[src/rtl/mod_addsub_unit.sv]
// Limb-serial modular add/subtract: PASS1 forms a +/- b, PASS2 forms the
// corrected value with p, and the result selects between the two.
module mod_addsub_unit #(
  parameter int unsigned WIDTH = 256,
  parameter int unsigned LIMB  = 64
) (
  input  logic             clk_i,
  input  logic             rst_i,
  input  logic             in_valid_i,
  output logic             in_ready_o,
  input  logic             op_i,
  input  logic [WIDTH-1:0] a_i,
  input  logic [WIDTH-1:0] b_i,
  input  logic [WIDTH-1:0] p_i,
  output logic             out_valid_o,
  input  logic             out_ready_i,
  output logic [WIDTH-1:0] result_o
);

  localparam int unsigned NL = WIDTH / LIMB;
  localparam int unsigned CW = (NL > 1) ? $clog2(NL) : 1;
  localparam int unsigned IW = (WIDTH > 1) ? $clog2(WIDTH) : 1;
  localparam logic [CW-1:0] LAST = CW'(NL - 1);

  if (((WIDTH % LIMB) != 0) || (LIMB < 2)) begin : g_bad_param
    $error("mod_addsub_unit: WIDTH must be a multiple of LIMB and LIMB >= 2");
  end

  typedef enum logic [1:0] {
    IDLE  = 2'd0,
    PASS1 = 2'd1,
    PASS2 = 2'd2,
    DONE  = 2'd3
  } state_e;

  state_e           state_q, state_d;
  logic [CW-1:0]    cnt_q, cnt_d;
  logic             cy_q, cy_d;
  logic             k_q, k_d;
  logic             sel_q, sel_d;
  logic             op_q, op_d;
  logic [WIDTH-1:0] a_q, a_d;
  logic [WIDTH-1:0] b_q, b_d;
  logic [WIDTH-1:0] p_q, p_d;
  logic [WIDTH-1:0] s_q, s_d;
  logic [WIDTH-1:0] t_q, t_d;

  logic [IW-1:0]    lsb;
  logic             last_limb;
  logic             do_add;
  logic [LIMB-1:0]  x_limb;
  logic [LIMB-1:0]  y_limb;
  logic [LIMB:0]    limb_res;

  // One slice of the carry/borrow chain; bit LIMB is the outgoing carry or borrow.
  function automatic logic [LIMB:0] limb_op(input logic add, input logic [LIMB-1:0] x,
                                            input logic [LIMB-1:0] y, input logic cin);
    logic [LIMB:0] r;
    if (add) r = {1'b0, x} + {1'b0, y} + (LIMB+1)'(cin);
    else     r = {1'b0, x} - {1'b0, y} - (LIMB+1)'(cin);
    return r;
  endfunction

  // Next-state and datapath updates
  always_comb begin
    state_d   = state_q;
    cnt_d     = cnt_q;
    cy_d      = cy_q;
    k_d       = k_q;
    sel_d     = sel_q;
    op_d      = op_q;
    a_d       = a_q;
    b_d       = b_q;
    p_d       = p_q;
    s_d       = s_q;
    t_d       = t_q;
    x_limb    = '0;
    y_limb    = '0;
    do_add    = 1'b0;
    limb_res  = '0;
    lsb       = IW'(cnt_q) * IW'(LIMB);
    last_limb = (cnt_q == LAST);

    case (state_q)
      IDLE: begin
        if (in_valid_i && in_ready_o) begin
          op_d    = op_i;
          a_d     = a_i;
          b_d     = b_i;
          p_d     = p_i;
          cnt_d   = '0;
          cy_d    = 1'b0;
          state_d = PASS1;
        end
      end

      PASS1: begin
        x_limb   = a_q[lsb +: LIMB];
        y_limb   = b_q[lsb +: LIMB];
        do_add   = ~op_q;
        limb_res = limb_op(do_add, x_limb, y_limb, cy_q);
        s_d[lsb +: LIMB] = limb_res[LIMB-1:0];
        if (last_limb) begin
          k_d     = limb_res[LIMB];
          cy_d    = 1'b0;
          cnt_d   = '0;
          state_d = PASS2;
        end else begin
          cy_d  = limb_res[LIMB];
          cnt_d = cnt_q + CW'(1);
        end
      end

      PASS2: begin
        x_limb   = s_q[lsb +: LIMB];
        y_limb   = p_q[lsb +: LIMB];
        do_add   = op_q;
        limb_res = limb_op(do_add, x_limb, y_limb, cy_q);
        t_d[lsb +: LIMB] = limb_res[LIMB-1:0];
        if (last_limb) begin
          // add: no final borrow (or a WIDTH carry-out) means a + b >= p
          sel_d   = op_q ? k_q : (k_q | ~limb_res[LIMB]);
          cy_d    = 1'b0;
          cnt_d   = '0;
          state_d = DONE;
        end else begin
          cy_d  = limb_res[LIMB];
          cnt_d = cnt_q + CW'(1);
        end
      end

      DONE: begin
        if (out_ready_i) state_d = IDLE;
      end

      default: state_d = IDLE;
    endcase
  end

  // State, datapath and registered outputs
  always_ff @(posedge clk_i) begin
    if (rst_i) begin
      state_q     <= IDLE;
      cnt_q       <= '0;
      cy_q        <= 1'b0;
      k_q         <= 1'b0;
      sel_q       <= 1'b0;
      op_q        <= 1'b0;
      a_q         <= '0;
      b_q         <= '0;
      p_q         <= '0;
      s_q         <= '0;
      t_q         <= '0;
      in_ready_o  <= 1'b1;
      out_valid_o <= 1'b0;
      result_o    <= '0;
    end else begin
      state_q     <= state_d;
      cnt_q       <= cnt_d;
      cy_q        <= cy_d;
      k_q         <= k_d;
      sel_q       <= sel_d;
      op_q        <= op_d;
      a_q         <= a_d;
      b_q         <= b_d;
      p_q         <= p_d;
      s_q         <= s_d;
      t_q         <= t_d;
      in_ready_o  <= (state_d == IDLE);
      out_valid_o <= (state_d == DONE);
      if (state_d == DONE) result_o <= sel_d ? t_d : s_d;
    end
  end

endmodule

[config.mk]
export PLATFORM = sky130hd
export DESIGN_NAME = mod_addsub_unit
export DESIGN_NICKNAME = d
export VERILOG_FILES = /design/src/rtl/mod_addsub_unit.sv
export SDC_FILE = /design/constraint.sdc
export NUM_CORES = 2
export LEC_CHECK = 0
export ABC_CLOCK_PERIOD_IN_PS = 8300
export BUFFER_PORTS_ARGS = -buffer_cell sky130_fd_sc_hd__buf_2
export CORE_MARGIN = 2
export CORE_UTILIZATION = 45
export CTS_BUF_LIST = sky130_fd_sc_hd__clkbuf_4
export CTS_CLUSTER_SIZE = 24
export DETAILED_ROUTE_END_ITERATION = 12
export SYNTH_ARGS = -nofsm -noshare
export SYNTH_HDL_FRONTEND = slang
export SYNTH_SLANG_ARGS = --single-unit
export TNS_END_PERCENT = 10
[constraint.sdc]
create_clock -name clk_i -period 8.3 [get_ports clk_i]
set_clock_uncertainty 0.2 [all_clocks]
set_input_delay 1.66 -clock clk_i [delete_from_list [all_inputs] [get_ports clk_i]]
set_output_delay 1.66 -clock clk_i [all_outputs]
set_load 0.1 [all_outputs]
### After elaboration in Yosys (flattened, before gate mapping)

Cells that the tools add are included.

* register bits: 1546
* input port bits: 773
* output and inout port bits: 258
* word-level logic and storage cells: 73

* add/sub/neg operators: 10
* equal/unequal tests: 6
* shift operators: 7
* multiplexer cells: 24
* bitwise logic cells: 2
* reduce and logical (&&, ||, !) cells: 10

Operators with widths (number)
* variable part select 256 x 9 -> 64 bit: 4
* two-way mux 256 bit: 3
* bitwise mux 256 bit: 2
* variable part select 64 x 10 -> 256 bit: 2
* two-way mux 65 bit: 4
* variable shift 64 x 10 -> 256 bit (first input constant): 1
* adder 64 x 64 -> 65 bit: 2
* adder 65 x 1 -> 65 bit: 2
* subtractor 64 x 64 -> 65 bit: 2
* subtractor 65 x 1 -> 65 bit: 2
* two-way mux 2 bit: 6
* negator 8 -> 10 bit: 1
* == test 2 bit (second input constant): 4
* case mux 2 bit (4 select lines): 1
* AND reduction 2 bit: 4
* two-way mux 1 bit: 6
* zero test 2 bit: 2
* case mux 2 bit (2 select lines): 1
* case mux 1 bit (3 select lines): 1
* nonzero test 3 bit: 1
* adder 2 x 1 -> 2 bit (second input constant): 1
* == test 2 x 1 -> 1 bit (second input constant): 1
* inequality test 2 bit (second input constant): 1
* nonzero test 2 bit: 1
* other kinds (4): 4

### Longest topological paths before layout

* word-level depth: 11
* gate-level depth with buffers: 27
* gate-level depth less buffers: 18

### Worst setup path after synthesis

OpenSTA, ideal clock, no wires.

* kind: register to register
* from: register cnt_q[0]
* to: register result_o[191]
* library setup time: 150 ps
* arrival: 5866 ps
* data required time: 7950 ps
* path slack: 2084 ps
* stages on the path, launching flop included: 24
* path buffers: 7
* clock period less this slack: 6216 ps
* cell sequence: dfxtp_1 > buf_4 > clkbuf_1 > clkbuf_1 > buf_1 > mux4_2 > fa_1 > fa_1 > nand2b_1 > a31o_2 > o21ai_1 > nand3_1 > a211oi_2 > o41ai_4 > a21oi_1 > nor3_1 > or3b_1 > clkbuf_1 > buf_2 > buf_2 > nand3_1 > o211ai_1 > o211ai_1 > o221ai_1

* word-level cells in the longest chain between the ends: 11
* elaborated cells between the ends (all ways): 35
* those cells by class: 9 x add/sub; 2 x eq/ne; 7 x shift; 15 x mux; 2 x bitwise

RTL lines
* start: declaration: line 37 `logic [CW-1:0] cnt_q, cnt_d;`
* start signal: assignment: line 159 `cnt_q <= cnt_d;`
* branches (longest 11 deep; another with adder 64 x 64 -> 65 bit)
* end signal: assignment: line 171 `if (state_d == DONE) result_o <= sel_d ? t_d : s_d;`
* end: declaration: line 17 `output logic [WIDTH-1:0] result_o`

Parallel ways; which one is timed is not known. The select of a mux whose other input is x is not followed.
A chain may end at the register's enable or synchronous reset.

### Worst setup path in the final report

* from: register cnt_q[0]
* to: register result_o[252]

Same word-level chain as after synthesis.

==> results.sh <==
export IMPL_drt_pass1_iter_count=9
export IMPL_fin_tns_setup_ns=0
export IMPL_synth_ff_type="dfxtp_1"
export IMPL_cts_buffer_depth=4
export IMPL_die_x_um=425.0
export IMPL_synth_top_area_frac=0.3880
export IMPL_clock_sinks=1546
export IMPL_rows=154
export IMPL_maxSlewHeadroom=0.07553
export IMPL_pin_count=1031
export IMPL_min_path_type="in2reg"
export IMPL_synth_most_common_cell="nand2_1"
export IMPL_hold_path_depth=3
export IMPL_nNetsFinal=11917
export IMPL_synthArstFlopShare=0
export IMPL_critPathCaptureType="flip-flop"
export IMPL_cts_buffers=424
export IMPL_drt_first_iter_violations=8376
export IMPL_power_per_cell_area_mw_per_mm2=426.4
export IMPL_initial_core_util=0.4529
export IMPL_synth_warnings=0
export IMPL_worstPathRequired_ns=9.37
export IMPL_switchingPower_w=0.02008
export IMPL_drive_above_1_share=0.1983
export IMPL_path_max_fanout=58
export IMPL_rsz0062_at_grt="no"
export IMPL_cts_setup_buffers=0
export IMPL_setup_viol=0
export IMPL_postSynthCellCount=9857
export IMPL_fmax_ghz=0.1362
export IMPL_path_class="reg2reg"
export IMPL_swShare=0.5120
export IMPL_portBuffers=1030
export IMPL_ys_seq_area_frac=0.3880
export IMPL_grt_pass1_wl_um=493100
export IMPL_dieArea_mm2=0.1806
export IMPL_synth_top_area_cell="dfxtp_1"
export IMPL_cts_max_level=5
export IMPL_p_leak_nw=38.14
export IMPL_area_delta_synth_final_pct=15.32
export IMPL_syn_area_per_cell_um2=8.092
export IMPL_dp_hpwl_um=255700
export IMPL_grt_max_degree=211
export IMPL_synth_seq_cells=1546
export IMPL_viasPerCell=5.907
export IMPL_cts_hold_buf=0
export IMPL_clock_latency_ns=1.51
export IMPL_grt_pass1_vias=76311
export IMPL_hold_viol=0
export IMPL_cts_clk_slew_worst_paths_ns=0.07
export IMPL_arrival_ns=8.41
export IMPL_max_cap_violations=0
export IMPL_drc=0
export IMPL_status="complete, no violations"
export IMPL_worstSetupStartpointType="flip-flop"
export IMPL_num_vias=79180
export IMPL_cts_root_buf="clkbuf_4"
export IMPL_ir_drop_uv=306.7
export IMPL_finalCriticalPeriod_ns=7.341
export IMPL_yosys_top_cells_count="nand2_1, dfxtp_1, a21oi_1"
export IMPL_p_total_w=0.03922
export IMPL_fillers=17449
export IMPL_cts_tree="built"
export IMPL_p_seq_frac=0.230
export IMPL_r2r_cells=18
export IMPL_synth_edff_count=0
export IMPL_worst_slew_pin_slew_ns=1.377
export IMPL_synth_area_mm2=0.07976
export IMPL_syn_nets=11023
export IMPL_antenna_left=0
export IMPL_wl_per_cell_um=25.77
export IMPL_p_int_w=0.01914
export IMPL_grt_usage=0.3650
export IMPL_slew_violations=0
export IMPL_pwr_share_clk=0.174
export IMPL_synth_area_top_cells="dfxtp_1, nand2_1, a21oi_1, mux4_2, ha_1"
export IMPL_yosysUniqueCellTypes=98
export IMPL_gp_congestion=0.9974
export IMPL_period_share=0.8845
export IMPL_antenna_found_initial=21
export IMPL_core_mm2=0.1761
export IMPL_routed_wl_um=345400
export IMPL_die_h_um=425.0
export IMPL_ctsResizeCount=0
export IMPL_combPwrFrac=0.596
export IMPL_grt_ovfl_total=0
cell usage in the layout (no fill, tap or decap), drive strengths merged, types with 18 or more instances in the layout:
cell type  synthesis  final
a211oi            26     26
o21ai            211    211
mux4             256    256
o31ai             44     44
buf              111   1176
o21bai            69     69
nor2b             40     40
o221ai            42     42
and2              43     43
a21boi            18     18
diode              0     20
mux2i             31     31
clkinv             4     78
nor4              47     47
and3              50     50
nand4             66     66
a22o              21     21
a32oi             20     20
a22oi            409    409
inv              432    437
a2111oi           34     34
nand2b            32     32
ha               385    385
dfxtp           1546   1546
xnor2            175    175
o211ai            32     32
a31oi             48     48
nand3            188    188
nand2           2128   2128
nor2             859    859
o21a              28     28
clkbuf           597    634
a21o             114    114
a32o              42     42
nor3              65     65
a21oi           1361   1361
o22ai             34     34
xor2              44     44
stage by stage:
stage	cell area [um^2]	cells	util	hold WS, ns	setup WS, ns
2_1_floorplan	79760	9857	-	0.2328	2.084
3_3_place_gp	86710	12665	0.4924	0.2355	1.221
3_5_place_dp	86710	12665	0.4924	0.2389	1.235
4_1_cts	91930	13384	0.5220	0.04381	1.058
5_1_grt	91960	13396	0.5222	0.08340	0.6454
6_report	91980	13404	0.5223	0.1927	0.9588
power groups by stage:
stage | clock network [W] | logic [W] | registers (W)
finish | 0.00684 | 0.0234 | 0.00902
global route | 0.00736 | 0.0247 | 0.00911
CTS | 0.00694 | 0.0230 | 0.00901
detailed placement | 0 | 0.0229 | 0.00917
global placement | 0 | 0.0229 | 0.00914
floorplan | 0 | 0.0139 | 0.00941
flip-flops by register name (all words and copies together), names as in the netlist:
name and count:
s_q 256, k_q 1, a_q 256, in_ready_o 1, cnt_q 2, t_q 256, state_q 2, sel_q 1
cy_q 1, result_o 256, out_valid_o 1, b_q 256, p_q 256, op_q 1
path summary, 6_finish.rpt:
kind	start	end	slack, ns
setup / recovery	cnt_q[0]$_SDFFE_PP0P_	result_o[252]$_SDFFE_PP0P_	0.96
setup reg to reg	cnt_q[0]$_SDFFE_PP0P_	result_o[252]$_SDFFE_PP0P_	0.96
hold / removal	a_i[160]	a_q[160]$_SDFFE_PP0P_	0.19
hold reg to reg	result_o[69]$_SDFFE_PP0P_	result_o[69]$_SDFFE_PP0P_	0.25
logic make-up (layout without fill, tap and decap cells):
group	after synthesis	after routing	synth area share
compound gates	2695	2695	0.2112
xor+xnor	219	219	0.02405
fa+ha+maj	393	393	0.06240
buf+inv	1144	2331	0.05428
flops	1546	1546	0.3880
mux	290	290	0.07680
other cells	0	20	0
simple gates	3570	3570	0.1833
routing by layer:
layer / vias up / part of all wire / GRT usage
met4: 8 / 0.078 / 0.2594
met3: 804 / 0.072 / 0.06931
met1: 38309 / 0.38 / 0.4289
met5: - / 0.00015 / 0
li1: 36409 / - / -
met2: 3650 / 0.47 / 0.5984
worst max-delay path, stage by stage (launching register included):
cell and delay [ns]:
dfxtp_4 0.76, buf_12 0.32, mux4_2 0.57, ha_1 0.39, inv_1 0.11, ha_1 0.46, nand4_1 0.26, a211oi_1 0.29
o21ai_1 0.18, nand3_1 0.16, a211oi_2 0.14, o41ai_4 0.60, a21oi_1 0.28, o21a_1 0.26, or3b_4 0.75, nand2_1 0.18
buf_4 0.58, nor2_1 0.13, a211o_1 0.29
final cells by class:
type | instances | area [um^2] | share of cell area
diodes | 20 | 50.05 | 0.0005441
clock buffers | 634 | 4760 | 0.05175
clock inverters | 85 | 455.4 | 0.004952
inverters | 436 | 1638 | 0.01781
multi-input cells | 7167 | 44640 | 0.4853
flip-flops and latches | 1546 | 30960 | 0.3366
well taps | 2340 | 2928 | 0.03183
repair buffers | 1176 | 6549 | 0.07120
(Power assumes the default switching activity.)
